==> src/rtl/cnn_pkg.sv <==
// cnn_pkg: shared types and defaults for the CNN layer blocks.
//   fmap_state_t - collector FSM states {IDLE, FILL, DONE}
//   OP_DEF       - default sample MSB index (samples are signed [OP:0])
//   L1_DIM/L2_DIM- per-layer feature-map edge lengths
//   clog2_dim    - address width for a DIM x DIM buffer (minimum 1)
package cnn_pkg;

  typedef enum logic [1:0] {
    IDLE = 2'd0,
    FILL = 2'd1,
    DONE = 2'd2
  } fmap_state_t;

  localparam int OP_DEF = 8;
  localparam int L1_DIM = 10;
  localparam int L2_DIM = 5;

  function automatic int clog2_dim(input int dim);
    return (dim * dim > 1) ? $clog2(dim * dim) : 1;
  endfunction

endpackage

==> src/rtl/fmap_ram.sv <==
// fmap_ram: DEPTH x (OP+1) feature-map buffer, one write port and one
// registered read port. A read and write to the same address in the same
// cycle returns the previous contents. Out-of-range reads return 0.
//   clk, reset        - clock, synchronous active-high reset (read reg only)
//   we/wr_addr/wr_data- write port
//   rd_en/rd_addr     - read request; rd_data valid the following cycle
//   rd_data           - registered read data (holds when rd_en is low)
module fmap_ram #(
  parameter int OP    = 8,
  parameter int DEPTH = 25,
  parameter int AW    = 5
) (
  input  logic                 clk,
  input  logic                 reset,
  input  logic                 we,
  input  logic [AW-1:0]        wr_addr,
  input  logic signed [OP:0]   wr_data,
  input  logic                 rd_en,
  input  logic [AW-1:0]        rd_addr,
  output logic signed [OP:0]   rd_data
);

  localparam logic [AW:0] DEPTH_W = (AW+1)'(DEPTH);

  logic signed [OP:0] mem [DEPTH];

  // No reset on the array: contents survive reset by design.
  always_ff @(posedge clk) begin
    if (we) mem[wr_addr] <= wr_data;
  end

  // Non-blocking read of mem gives read-before-write on collision.
  always_ff @(posedge clk) begin
    if (reset) begin
      rd_data <= '0;
    end else if (rd_en) begin
      if ({1'b0, rd_addr} < DEPTH_W) rd_data <= mem[rd_addr];
      else                           rd_data <= '0;
    end
  end

endmodule

==> src/rtl/fmap_collector.sv <==
// fmap_collector: captures a DIM x DIM pooled feature map in raster order,
// pulses frame_done on completion and holds the frame until frame_release.
// Optional build macro: FMAP_COLLECTOR_RELU_EN stores negative samples as 0.
//   clk, reset            - clock, synchronous active-high reset
//   data_in, data_valid   - incoming sample stream
//   frame_release         - frees the held frame (only acts in DONE)
//   rd_en, rd_addr        - readback request (row*DIM + col)
//   rd_data, rd_valid     - readback result, one cycle after rd_en
//   frame_done            - one-cycle pulse, first cycle in DONE
//   busy                  - high while in FILL
//   overflow              - sticky, a sample arrived in DONE and was dropped
//
// state | meaning
// IDLE  | empty, waiting for element 0
// FILL  | capturing elements 1..DIM*DIM-1
// DONE  | frame complete and held; new samples dropped
module fmap_collector
  import cnn_pkg::*;
#(
  parameter int OP  = OP_DEF,
  parameter int DIM = L2_DIM,
  parameter int AW  = clog2_dim(DIM)
) (
  input  logic                 clk,
  input  logic                 reset,
  input  logic signed [OP:0]   data_in,
  input  logic                 data_valid,
  input  logic                 frame_release,
  input  logic                 rd_en,
  input  logic [AW-1:0]        rd_addr,
  output logic signed [OP:0]   rd_data,
  output logic                 rd_valid,
  output logic                 frame_done,
  output logic                 busy,
  output logic                 overflow
);

  localparam logic [AW-1:0] EDGE_LAST = AW'(DIM - 1);

  fmap_state_t        state;
  logic [AW-1:0]      count;
  logic [AW-1:0]      row;
  logic [AW-1:0]      col;
  logic               accept;
  logic               last;
  logic signed [OP:0] wr_data;

  // count/row/col are zero in IDLE and DONE, so count is always the
  // write address, including element 0 taken on a release in DONE.
  assign accept = data_valid && ((state != DONE) || frame_release);
  assign last   = (row == EDGE_LAST) && (col == EDGE_LAST);

  always_comb begin
    wr_data = data_in;
`ifdef FMAP_COLLECTOR_RELU_EN
    if (data_in[OP]) wr_data = '0;
`endif
  end

  always_ff @(posedge clk) begin
    if (reset) begin
      state      <= IDLE;
      count      <= '0;
      row        <= '0;
      col        <= '0;
      frame_done <= 1'b0;
      busy       <= 1'b0;
      overflow   <= 1'b0;
    end else begin
      frame_done <= 1'b0;
      if (accept) begin
        if (last) begin
          state      <= DONE;
          count      <= '0;
          row        <= '0;
          col        <= '0;
          frame_done <= 1'b1;
          busy       <= 1'b0;
        end else begin
          state <= FILL;
          count <= count + AW'(1);
          busy  <= 1'b1;
          if (col == EDGE_LAST) begin
            col <= '0;
            row <= row + AW'(1);
          end else begin
            col <= col + AW'(1);
          end
        end
      end else if (state == DONE) begin
        if (frame_release) begin
          state <= IDLE;
          busy  <= 1'b0;
        end else if (data_valid) begin
          overflow <= 1'b1;
        end
      end
    end
  end

  always_ff @(posedge clk) begin
    if (reset) rd_valid <= 1'b0;
    else       rd_valid <= rd_en;
  end

  fmap_ram #(
    .OP    (OP),
    .DEPTH (DIM * DIM),
    .AW    (AW)
  ) u_ram (
    .clk     (clk),
    .reset   (reset),
    .we      (accept),
    .wr_addr (count),
    .wr_data (wr_data),
    .rd_en   (rd_en),
    .rd_addr (rd_addr),
    .rd_data (rd_data)
  );

endmodule

==> config.mk <==
export PLATFORM = sky130hd
export DESIGN_NAME = fmap_collector
export DESIGN_NICKNAME = d
export VERILOG_FILES = /design/src/rtl/cnn_pkg.sv /design/src/rtl/fmap_ram.sv /design/src/rtl/fmap_collector.sv
export SDC_FILE = /design/constraint.sdc
export NUM_CORES = 1
export LEC_CHECK = 0
export BUFFER_PORTS_ARGS = -buffer_cell sky130_fd_sc_hd__clkbuf_2
export CAP_MARGIN = 20
export CORE_MARGIN = 4
export CORE_UTILIZATION = 40
export DETAILED_ROUTE_END_ITERATION = 7
export HOLD_SLACK_MARGIN = 0.12
export PLACE_DENSITY = 0.58
export SLEW_MARGIN = 20
export SYNTH_ARGS = -nofsm -noshare
export SYNTH_HDL_FRONTEND = slang
export SYNTH_SLANG_ARGS = --single-unit
==> constraint.sdc <==
create_clock -name clk -period 3.25 [get_ports clk]
set_input_delay 0 -clock clk [delete_from_list [all_inputs] [get_ports clk]]
set_output_delay 0 -clock clk [all_outputs]
set_load 0.01 [all_outputs]
==> results.py, run 1 <==
metrics = {
    "clocking": {
        "clock_path_buffers": 3,
        "h-tree-depth": 1,
        "cts_setup_buffers": 0,
        "root_buffer": "clkbuf_16",
        "insertion_delay_ps": 510,
        "clk_pin_slew_ps": 60,
        "cts_resized": 0,
        "cts_hold_buf": 11,
        "cts_tree": "yes",
        "numCtsBuffers": 26,
        "clock-sinks": 254,
    },
    "drt": {
        "postRouteAntennaNets": 0,
        "drc": 0,
        "drt_iter0_markers": 500,
        "vias": 5697,
        "vias_per_cell": 5.43,
        "wire_per_inst_um": 22.4,
        "dr.pass1.iters": 7,
        "drt_wl_total_um": 23500,
    },
    "placement": {
        "pre_cts_ws_ps": 832,
        "port_buffers": 31,
        "dp_hpwl_um": 15300,
        "gp_congestion": 0.839,
    },
    "floorplan": {
        "num_io_pins": 32,
        "die_h_um": 168,
        "row_count": 58,
        "dieArea_sq_um": 28300,
        "die_w_um": 168,
        "start_util": 0.408,
        "coreArea_sq_um": 25200,
    },
    "timing": {
        "worst_hold_slack_ps": 164,
        "tightest_slew_ps": 828,
        "hold_violations": 0,
        "finalCriticalPeriod_ps": 2480,
        "slew_headroom": 0.446,
        "skew_ps": 7.22,
        "timing.final.ws_setup_ps": 768,
        "final-setup-viol-count": 0,
        "max_clock_freq_ghz": 0.403,
        "setup_tns_ps": 0,
        "min_period_over_period": 0.764,
        "slew_violations": 0,
        "rsz0062_at_grt": "false",
    },
    "setup_path": {
        "worstPathRequired_ps": 3390,
        "cp-end-kind": "register",
        "critPathMaxStageDelay_ps": 720,
        "crit_type": "register to register",
        "worstPathArrival_ps": 2620,
        "crit_chain": "or3b_1 -> buf_4 -> and2_1 -> nand2_1 -> nor2_1",
        "slowest_stage": "nor2_1",
        "crit_path_max_fanout": 13,
        "reg2reg_depth": 5,
        "start_kind": "register",
    },
    "global_route": {
        "antenna_found_initial": 0,
        "grt_pass1_vias": 5749,
        "overflow": 0,
        "track_usage": 0.165,
        "grt_max_degree": 41,
        "grt_pass1_wl_um": 35500,
    },
    "yosys": {
        "ys_ff_latch": 254,
        "synth_nets": 678,
        "synthMuxAreaShare": 0.106,
        "yosys.area_share.simple": 0.0783,
        "synth.avg_cell_area_sq_um": 15.8,
        "async_reset_ff_frac": 0,
        "synth_edf_count": 225,
        "netlist_instances": 651,
        "synthFlopType": "edfxtp_1",
        "syn_area_sq_um": 10300,
        "synth_xor_area_frac": 0.00853,
        "synth_fa_ha_area_frac": 0.00975,
        "synth-compound-area-share": 0.0579,
        "ys_seq_area_frac": 0.715,
        "synth_top_family_by_area": "multiplexers",
        "yosysWarnings": 0,
        "synth.distinct_cells": 52,
    },
    "finish": {
        "drive_gt1_frac": 0.142,
        "diodes": 0,
        "syn2layout_area_growth_pct": 13.9,
        "final_common_cell": "edfxtp_1",
        "n_fill_cell": 2128,
        "layout_common_cells": "edfxtp_1 (225), mux2i_1 (106), nand2_1 (45), nor2_1 (38), a22oi_1 (31)",
        "layout.nets": 727,
        "final_util": 0.464,
    },
    "hold_path": {
        "hold_class": "primary input to register",
        "min_path_cells": 4,
    },
    "pwr": {
        "pwr_density_cell_nw_per_um2": 588,
        "p_leak_nw": 4.12,
        "ir_worst_vdd_uv": 326,
    },
    "flow_run": {
        "cap_violations": 0,
    },
    "outcome": {
        "outcome": "completed",
    },
}
==> critical path: cells and delay by family (launching register included) <==
family	cells	cell delay, ps
flops	1	410
simple gates	4	1520
buf+inv	1	170
==> cells in the mapped netlist, types with 2 or more instances <==
library cell	instances	area, sq um
dfxtp_1	29	581
edfxtp_1	225	6760
nor3b_1	2	15.0
buf_4	12	90.1
buf_6	6	67.6
inv_1	9	33.8
buf_2	6	30.0
a22oi_1	31	233
a21oi_1	10	50.1
o21ai_0	9	45.0
ha_1	8	100
nand3b_1	4	30.0
o311ai_1	6	52.6
nand4_1	11	68.8
clkbuf_1	8	30.0
mux2i_1	106	1060
nand3_1	16	80.1
nand2_1	45	169
nor2b_1	5	31.3
a221oi_1	9	78.8
or3b_2	2	17.5
nor2_1	38	143
nor3b_2	2	25.0
nor3_1	4	20.0
a32oi_1	2	17.5
and2_1	5	31.3
xor2_1	9	78.8
and3_1	4	25.0
a221oi_2	5	75.1
==> report_power, final <==
group	switching, mW	internal (mW)	leakage, nW
Sequential	0.0225	3.58	2.27
Combinational	0.223	0.106	1.43
Clock	1.18	1.75	0.425
==> final timing paths <==
path	start	to	slack, ps
max	state[0]	u_ram.mem[6][1]	770
min	rd_addr[1]	u_ram.rd_data[5]	160
max reg2reg	state[0]	u_ram.mem[6][1]	770
min reg2reg	row[0]	row[0]	500
==> logic make-up (layout without fill, tap and decap cells) <==
| group | Yosys count | after routing |
|---|---|---|
| AOI/OAI and AO/OA | 77 | 77 |
| xor gates and xnor gates | 10 | 10 |
| adders and majority gates | 8 | 8 |
| buffers and inverters | 42 | 111 |
| DFF | 254 | 254 |
| muxes | 107 | 107 |
| and+or+nand+nor | 153 | 153 |
==> through the flow <==
stage	instances	instance area, sq um	total power [mW]
after CTS	1050	11700	6.94
after global routing	1050	11700	7.11
after floorplan	651	10300	3.86
after detailed placement	991	10700	4.00
final	1050	11700	6.87
after global placement	991	10700	3.99
==> per-layer routing <==
metal | GRT usage | up-vias | part of all wire
li1 | - | 2624 | -
met1 | 0.229 | 2837 | 0.44
met2 | 0.270 | 191 | 0.48
met3 | 0.0223 | 45 | 0.053
met4 | 0.0522 | 0 | 0.028
met5 | 0 | - | 0
==> state kept, by name (all words and copies together), names as in the netlist <==
| name | flops |
|---|---|
| u_ram.rd_data | 9 |
| state | 2 |
| rd_valid | 1 |
| overflow | 1 |
| count | 5 |
| row | 5 |
| u_ram.mem | 225 |
| frame_done | 1 |
| col | 5 |
==> layout make-up <==
type | count | area (sq um) | share of cell area
flip-flops and latches | 254 | 7340 | 0.628
repair buffers | 54 | 374 | 0.0320
well taps | 330 | 413 | 0.0353
multi-input cells | 355 | 2670 | 0.228
clock buffers | 29 | 683 | 0.0585
clock inverters | 19 | 174 | 0.0149
inverters | 9 | 33.8 | 0.00289
No activity file was read; power rests on OpenSTA's default activity.
==> inputs of run 2 (changes only) <==
--- a/config.mk
+++ b/config.mk
@@ -5,13 +5,14 @@
 export SDC_FILE = /design/constraint.sdc
 export NUM_CORES = 1
 export LEC_CHECK = 0
+export ABC_AREA = 1
 export BUFFER_PORTS_ARGS = -buffer_cell sky130_fd_sc_hd__clkbuf_2
 export CAP_MARGIN = 20
 export CORE_MARGIN = 4
 export CORE_UTILIZATION = 40
 export DETAILED_ROUTE_END_ITERATION = 7
 export HOLD_SLACK_MARGIN = 0.12
-export PLACE_DENSITY = 0.58
+export PLACE_DENSITY = 0.6
 export SLEW_MARGIN = 20
 export SYNTH_ARGS = -nofsm -noshare
 export SYNTH_HDL_FRONTEND = slang
==> constraint.sdc (replaced) <==
create_clock -name clk -period 2.1 [get_ports clk]
set_input_delay 0 -clock clk [delete_from_list [all_inputs] [get_ports clk]]
set_output_delay 0 -clock clk [all_outputs]
set_load 0.01 [all_outputs]
==> run 2 against run 1 <==
Critical path depth grew 3; sequential cell count stayed put; via count increased by 27%; worst setup slack lost 530 ps; cell count increased by 41%; fmax up 33%; critical path type unchanged; global-route usage up 0.52 points; clock skew increased by 14 ps; largest power group unchanged.
==> results.py, run 2 <==
metrics = {
    "outcome": {
        "outcome": "completed",
    },
    "clocking": {
        "insertion_delay_ps": 530,
        "cts_tree": "yes",
        "numCtsBuffers": 26,
        "clock-sinks": 254,
        "clk_pin_slew_ps": 60,
        "root_buffer": "clkbuf_16",
        "clock_path_buffers": 3,
        "h-tree-depth": 1,
    },
    "drt": {
        "dr.pass1.iters": 5,
        "drc": 0,
        "drt_wl_total_um": 25600,
        "vias_per_cell": 4.91,
        "postRouteAntennaNets": 0,
        "drt_iter0_markers": 553,
        "wire_per_inst_um": 17.3,
        "vias": 7254,
    },
    "yosys": {
        "yosysWarnings": 0,
        "post-synth-top-count-cell": "nand2_1",
        "ys_seq_area_frac": 0.674,
        "synth.area.top_cells": "edfxtp_1 (62%), nand2_1 (11%), nand3_1 (6.9%)",
        "async_reset_ff_frac": 0,
        "synth_top_area_cell": "edfxtp_1",
        "ys_ff_latch": 254,
        "ys_top_cells_by_count": "nand2_1 (310), edfxtp_1 (225), inv_1 (161), nand3_1 (150), nor2_1 (57)",
        "synth.avg_cell_area_sq_um": 10.2,
        "netlist_instances": 1063,
        "syn_area_sq_um": 10900,
        "synth_edf_count": 225,
        "synthFlopType": "edfxtp_1",
        "synth_nets": 1090,
        "synth_top_area_share": 0.620,
        "synth.distinct_cells": 27,
    },
    "hold_path": {
        "hold_class": "primary input to register",
    },
    "global_route": {
        "antenna_found_initial": 0,
        "overflow": 0,
        "grt_max_degree": 93,
        "track_usage": 0.170,
        "grt_pass1_wl_um": 40000,
        "grt_pass1_vias": 7043,
    },
    "timing": {
        "min_period_over_period": 0.887,
        "final-setup-viol-count": 0,
        "skew_ps": 21.5,
        "rsz0062_at_grt": "false",
        "slew_violations": 0,
        "finalCriticalPeriod_ps": 1860,
        "tightest_slew_ps": 782,
        "hold_violations": 0,
        "max_clock_freq_ghz": 0.537,
        "setup_tns_ps": 0,
        "slew_headroom": 0.479,
    },
    "setup_path": {
        "worstPathArrival_ps": 2260,
        "crit_type": "register to register",
        "cp-end-kind": "register",
        "worstPathRequired_ps": 2500,
        "crit_chain": "or2_2 -> nand3_1 -> nand3_1 -> nand3_1 -> nand3_1 -> dlygate4sd3_1 -> nand3_1 -> a21oi_1",
        "start_kind": "register",
        "slowest_stage": "dlygate4sd3_1",
        "critPathMaxStageDelay_ps": 560,
        "cp_num_buf_inv": 1,
        "crit_path_max_fanout": 1,
        "crit_top_cell": "nand3_1",
        "critPathTopFamily": "simple AND/OR/NAND/NOR gates",
    },
    "pwr": {
        "ir_worst_vdd_uv": 680,
        "pwr_density_cell_nw_per_um2": 874,
        "swShare": 0.213,
        "p_leak_nw": 5.15,
        "power_frac_comb": 0.062,
        "pwr-share-clk": 0.429,
        "p_switching_mw": 2.33,
        "internal_power_mw": 8.61,
        "power_frac_seq": 0.509,
    },
    "finish": {
        "register_area_sq_um": 7340,
        "n_fill_cell": 2496,
        "largest_reg_flops": 225,
        "multi_input_area_sq_um": 2700,
        "reg_top3": "u_ram.mem: 225 flops, u_ram.rd_data: 9 flops",
        "regMostFlops": "u_ram.mem",
        "diodes": 0,
        "layout.nets": 1145,
        "syn2layout_area_growth_pct": 14.9,
        "final_common_cell": "nand2_1",
        "layout_common_cells": "nand2_1 (310), edfxtp_1 (225), inv_1 (161), nand3_1 (150), nor2_1 (57)",
        "drive_gt1_frac": 0.104,
        "final_util": 0.465,
        "fin_area_sq_um": 12500,
    },
    "floorplan": {
        "row_count": 60,
        "die_w_um": 173,
        "coreArea_sq_um": 26900,
        "die_h_um": 173,
        "dieArea_sq_um": 29900,
        "start_util": 0.405,
        "num_io_pins": 32,
    },
    "placement": {
        "dp_hpwl_um": 15800,
        "port_buffers": 31,
        "gp_congestion": 0.878,
        "placed_area_sq_um": 11500,
    },
    "flow_run": {
        "cap_violations": 0,
    },
}
-- run 2: cell type report --
cell class | instances | share of cell area
Clock buffer | 35 | 0.0572
Clock inverter | 12 | 0.0127
Inverter | 164 | 0.0492
Multi-Input combinational cell | 598 | 0.216
Sequential cell | 254 | 0.587
Tap cell | 341 | 0.0341
Timing Repair Buffer | 74 | 0.0442
-- run 2: logic make-up after synthesis --
group           count (synthesis)  synth area share
compound gates                 54            0.0316
xor+xnor                        2           0.00161
fa+ha+maj                       8           0.00919
buf+inv                       211            0.0787
flops                         254             0.674
simple gates                  534             0.205
-- run 2: worst paths after layout --
path / cells past startpoint / from / end / slack [ps]
min: 1 / data_in[3] / u_ram.mem[17][3] / 190
min reg2reg: 1 / row[4] / row[4] / 460
max reg2reg: 8 / u_ram.mem[20][5] / u_ram.rd_data[5] / 240
max: 8 / u_ram.mem[20][5] / u_ram.rd_data[5] / 240
-- run 2: per-stage QoR --
stage               instances  total power [mW]  hold slack (ps)  worst slack [ps]
floorplan                1063              6.06             98.9              77.7
global placement         1422              6.34              290               339
detailed placement       1422              6.35              294               298
CTS                      1478              11.0              187               222
global route             1478              11.3              216               107
finish                   1478              10.9              188               237
-- run 2: per-layer routing --
| metal | GRT usage | wire length (um) | share of wire |
|---|---|---|---|
| met1 | 0.236 | 11200 | 0.44 |
| met2 | 0.285 | 12200 | 0.48 |
| met3 | 0.0208 | 1560 | 0.061 |
| met4 | 0.0456 | 577 | 0.023 |
| met5 | 0 | 0 | 0 |
-- run 2: repair_timing --
item                                    4_1_cts  5_1_grt
resized for setup                             0        0
hold buffers                                  9        0
buffers inserted                              0        0
endpoints found under the setup margin        0        0
endpoints found under the hold margin        24        0
-- run 2: power by group through the flow --
| stage | Combinational, mW | Sequential, mW | Clock, mW |
|---|---|---|---|
| floorplan | 0.383 | 5.68 | 0 |
| global placement | 0.667 | 5.68 | 0 |
| detailed placement | 0.675 | 5.68 | 0 |
| CTS | 0.690 | 5.57 | 4.77 |
| global route | 0.759 | 5.57 | 4.97 |
| finish | 0.681 | 5.57 | 4.69 |
==> inputs of run 3 (changes only) <==
--- a/config.mk
+++ b/config.mk
@@ -6,13 +6,13 @@
 export NUM_CORES = 1
 export LEC_CHECK = 0
 export ABC_AREA = 1
-export BUFFER_PORTS_ARGS = -buffer_cell sky130_fd_sc_hd__clkbuf_2
 export CAP_MARGIN = 20
 export CORE_MARGIN = 4
 export CORE_UTILIZATION = 40
 export DETAILED_ROUTE_END_ITERATION = 7
+export DONT_BUFFER_PORTS = 1
 export HOLD_SLACK_MARGIN = 0.12
-export PLACE_DENSITY = 0.6
+export PLACE_DENSITY = 0.59
 export SLEW_MARGIN = 20
 export SYNTH_ARGS = -nofsm -noshare
 export SYNTH_HDL_FRONTEND = slang
==> run 3 against run 2 <==
Final area grew 2.1%; worst hold slack lost 37 ps; wire length grew 6.3%; critical path type is now primary input to register; largest cell class unchanged; highest routed layer unchanged.
==> results.py, run 3 (synthesis gave the netlist of run 2 again) <==
metrics = {
    "outcome": {
        "outcome": "completed",
    },
    "floorplan": {
        "die_w_um": 173,
        "dieArea_sq_um": 29900,
        "start_util": 0.405,
        "die_h_um": 173,
        "num_io_pins": 32,
        "coreArea_sq_um": 26900,
        "row_count": 60,
    },
    "pwr": {
        "swShare": 0.218,
        "pwr_density_cell_nw_per_um2": 825,
        "power_frac_comb": 0.066,
        "ir_worst_vdd_uv": 653,
        "pwr-share-clk": 0.405,
        "total_power_mw": 10.5,
        "internal_power_mw": 8.23,
        "power_frac_seq": 0.529,
        "p_leak_nw": 5.17,
        "p_switching_mw": 2.30,
    },
    "hold_path": {
        "hold_class": "primary input to register",
        "min_to": "u_ram.rd_data[0]",
        "min_path_cells": 6,
        "hold_path.startpoint": "rd_addr[1]",
    },
    "finish": {
        "n_fill_cell": 2484,
        "final_common_cell": "nand2_1",
        "layout_common_cells": "nand2_1 (310), edfxtp_1 (225), inv_1 (161), nand3_1 (150), nor2_1 (57)",
        "reg_top3": "u_ram.mem: 225 flops, u_ram.rd_data: 9 flops",
        "layout.nets": 1158,
        "syn2layout_area_growth_pct": 17.2,
        "diodes": 0,
        "regMostFlops": "u_ram.mem",
        "largest_reg_flops": 225,
        "drive_gt1_frac": 0.0766,
        "finalNonFillerCells": 1490,
    },
    "setup_path": {
        "worstPathRequired_ps": 2510,
        "worstPathArrival_ps": 2370,
        "start_kind": "primary input",
        "r2r_setup_slack_ps": 160,
        "cp-end-kind": "register",
        "crit_path_max_fanout": 28,
        "crit_type": "primary input to register",
        "r2r_start": "state[0]",
        "reg2reg_depth": 7,
        "reg2reg_to": "u_ram.mem[24][1]",
    },
    "global_route": {
        "track_usage": 0.180,
        "grt_pass1_vias": 7343,
        "grt_pass1_wl_um": 42100,
        "overflow": 0,
        "antenna_found_initial": 1,
        "grt_max_degree": 132,
    },
    "flow_run": {
        "cap_violations": 0,
    },
    "timing": {
        "rsz0062_at_grt": "false",
        "max_clock_freq_ghz": 0.509,
        "final-setup-viol-count": 0,
        "tightest_slew_ps": 706,
        "slew_violations": 0,
        "min_period_over_period": 0.935,
        "finalCriticalPeriod_ps": 1960,
        "setup_tns_ps": 0,
        "skew_ps": 9.60,
        "slew_headroom": 0.530,
        "hold_violations": 0,
    },
    "clocking": {
        "clk_pin_slew_ps": 60,
        "clock_path_buffers": 3,
        "insertion_delay_ps": 530,
        "cts_setup_buffers": 0,
        "h-tree-depth": 1,
        "numCtsBuffers": 26,
        "clock-sinks": 254,
        "root_buffer": "clkbuf_16",
        "cts_tree": "yes",
    },
    "drt": {
        "wire_per_inst_um": 18.3,
        "dr_wl_met3_um": 1970,
        "wl_met2_um": 12700,
        "dr.pass1.iters": 6,
        "top_layer": "met4",
        "vias": 7487,
        "wl_met1_um": 11800,
        "drc": 0,
        "drt_wl_total_um": 27200,
        "postRouteAntennaNets": 0,
        "drt_iter0_markers": 798,
        "vias_per_cell": 5.02,
    },
    "placement": {
        "gp_congestion": 0.846,
        "dp_hpwl_um": 15600,
        "port_buffers": 0,
        "place.detailed.instances": 1387,
    },
}
## run 3: cell types whose count changed in the layout (fill, tap and decap cells not counted), sizes merged
cell / delta
buf: +4
bufinv: -3
clkbuf: -35
clkinv: +8
clkinvlp: -1
dlygate4sd3: +38
dlymetal6s4s: +1
## run 3: worst max-delay path by stage
stage / cells after the start / to / slack, ps / startpoint
5_1_grt: 7 / u_ram.mem[24][2] / 10 / state[0]
2_1_floorplan: 7 / u_ram.mem[24][0] / 80 / state[0]
3_5_place_dp: 7 / u_ram.mem[24][7] / 180 / state[0]
4_1_cts: 9 / u_ram.rd_data[6] / 30 / rd_addr[3]
6_report: 10 / u_ram.rd_data[6] / 140 / rd_addr[2]
3_3_place_gp: 7 / u_ram.mem[24][7] / 210 / state[0]
## run 3: layout make-up
class | count | area (sq um) | area share
Tap cell | 341 | 427 | 0.0334
Inverter | 164 | 618 | 0.0484
Sequential cell | 254 | 7340 | 0.575
Clock buffer | 30 | 687 | 0.0538
Clock inverter | 16 | 96.3 | 0.00755
Timing Repair Buffer | 87 | 901 | 0.0706
Multi-Input combinational cell | 598 | 2700 | 0.212
## run 3: repair_timing
item                                    4_1_cts  5_1_grt
gates resized for setup                       0        3
endpoints found under the setup margin        0        3
hold endpoints to repair                    263        0
hold buffers                                 57        0
## run 3: through the flow
stage | setup slack [ps] | utilization | hold slack (ps) | instance area [sq um]
2_1_floorplan | 77.7 | - | 98.9 | 10900
3_3_place_gp | 215 | 0.421 | 71.0 | 11300
3_5_place_dp | 180 | 0.421 | 72.7 | 11300
4_1_cts | 27.6 | 0.475 | 124 | 12800
5_1_grt | 12.2 | 0.475 | 175 | 12800
6_report | 137 | 0.475 | 152 | 12800
## run 3: power groups by stage
| stage | clock, mW | sequential (mW) | combinational (mW) |
|---|---|---|---|
| after detailed placement | 0 | 5.69 | 0.455 |
| final | 4.26 | 5.58 | 0.693 |
| after global placement | 0 | 5.68 | 0.451 |
| after global routing | 4.57 | 5.58 | 0.762 |
| after floorplan | 0 | 5.68 | 0.383 |
| after CTS | 4.35 | 5.58 | 0.693 |
## run 3: critical path, stage by stage
cell and delay [ps]:
dlygate4sd3_1 720, inv_4 330, nand3_1 190, nand3_1 190, nand2_1 70, nand2_1 80
nand2_1 70, nand2_1 60, a21oi_1 50, dlygate4sd3_1 580
## run 3: layer usage
metal  vias up  global-route usage
li1       3629                   -
met1      3555               0.250
met2       254               0.288
met3        49              0.0319
met4         0              0.0602
met5         -                   0
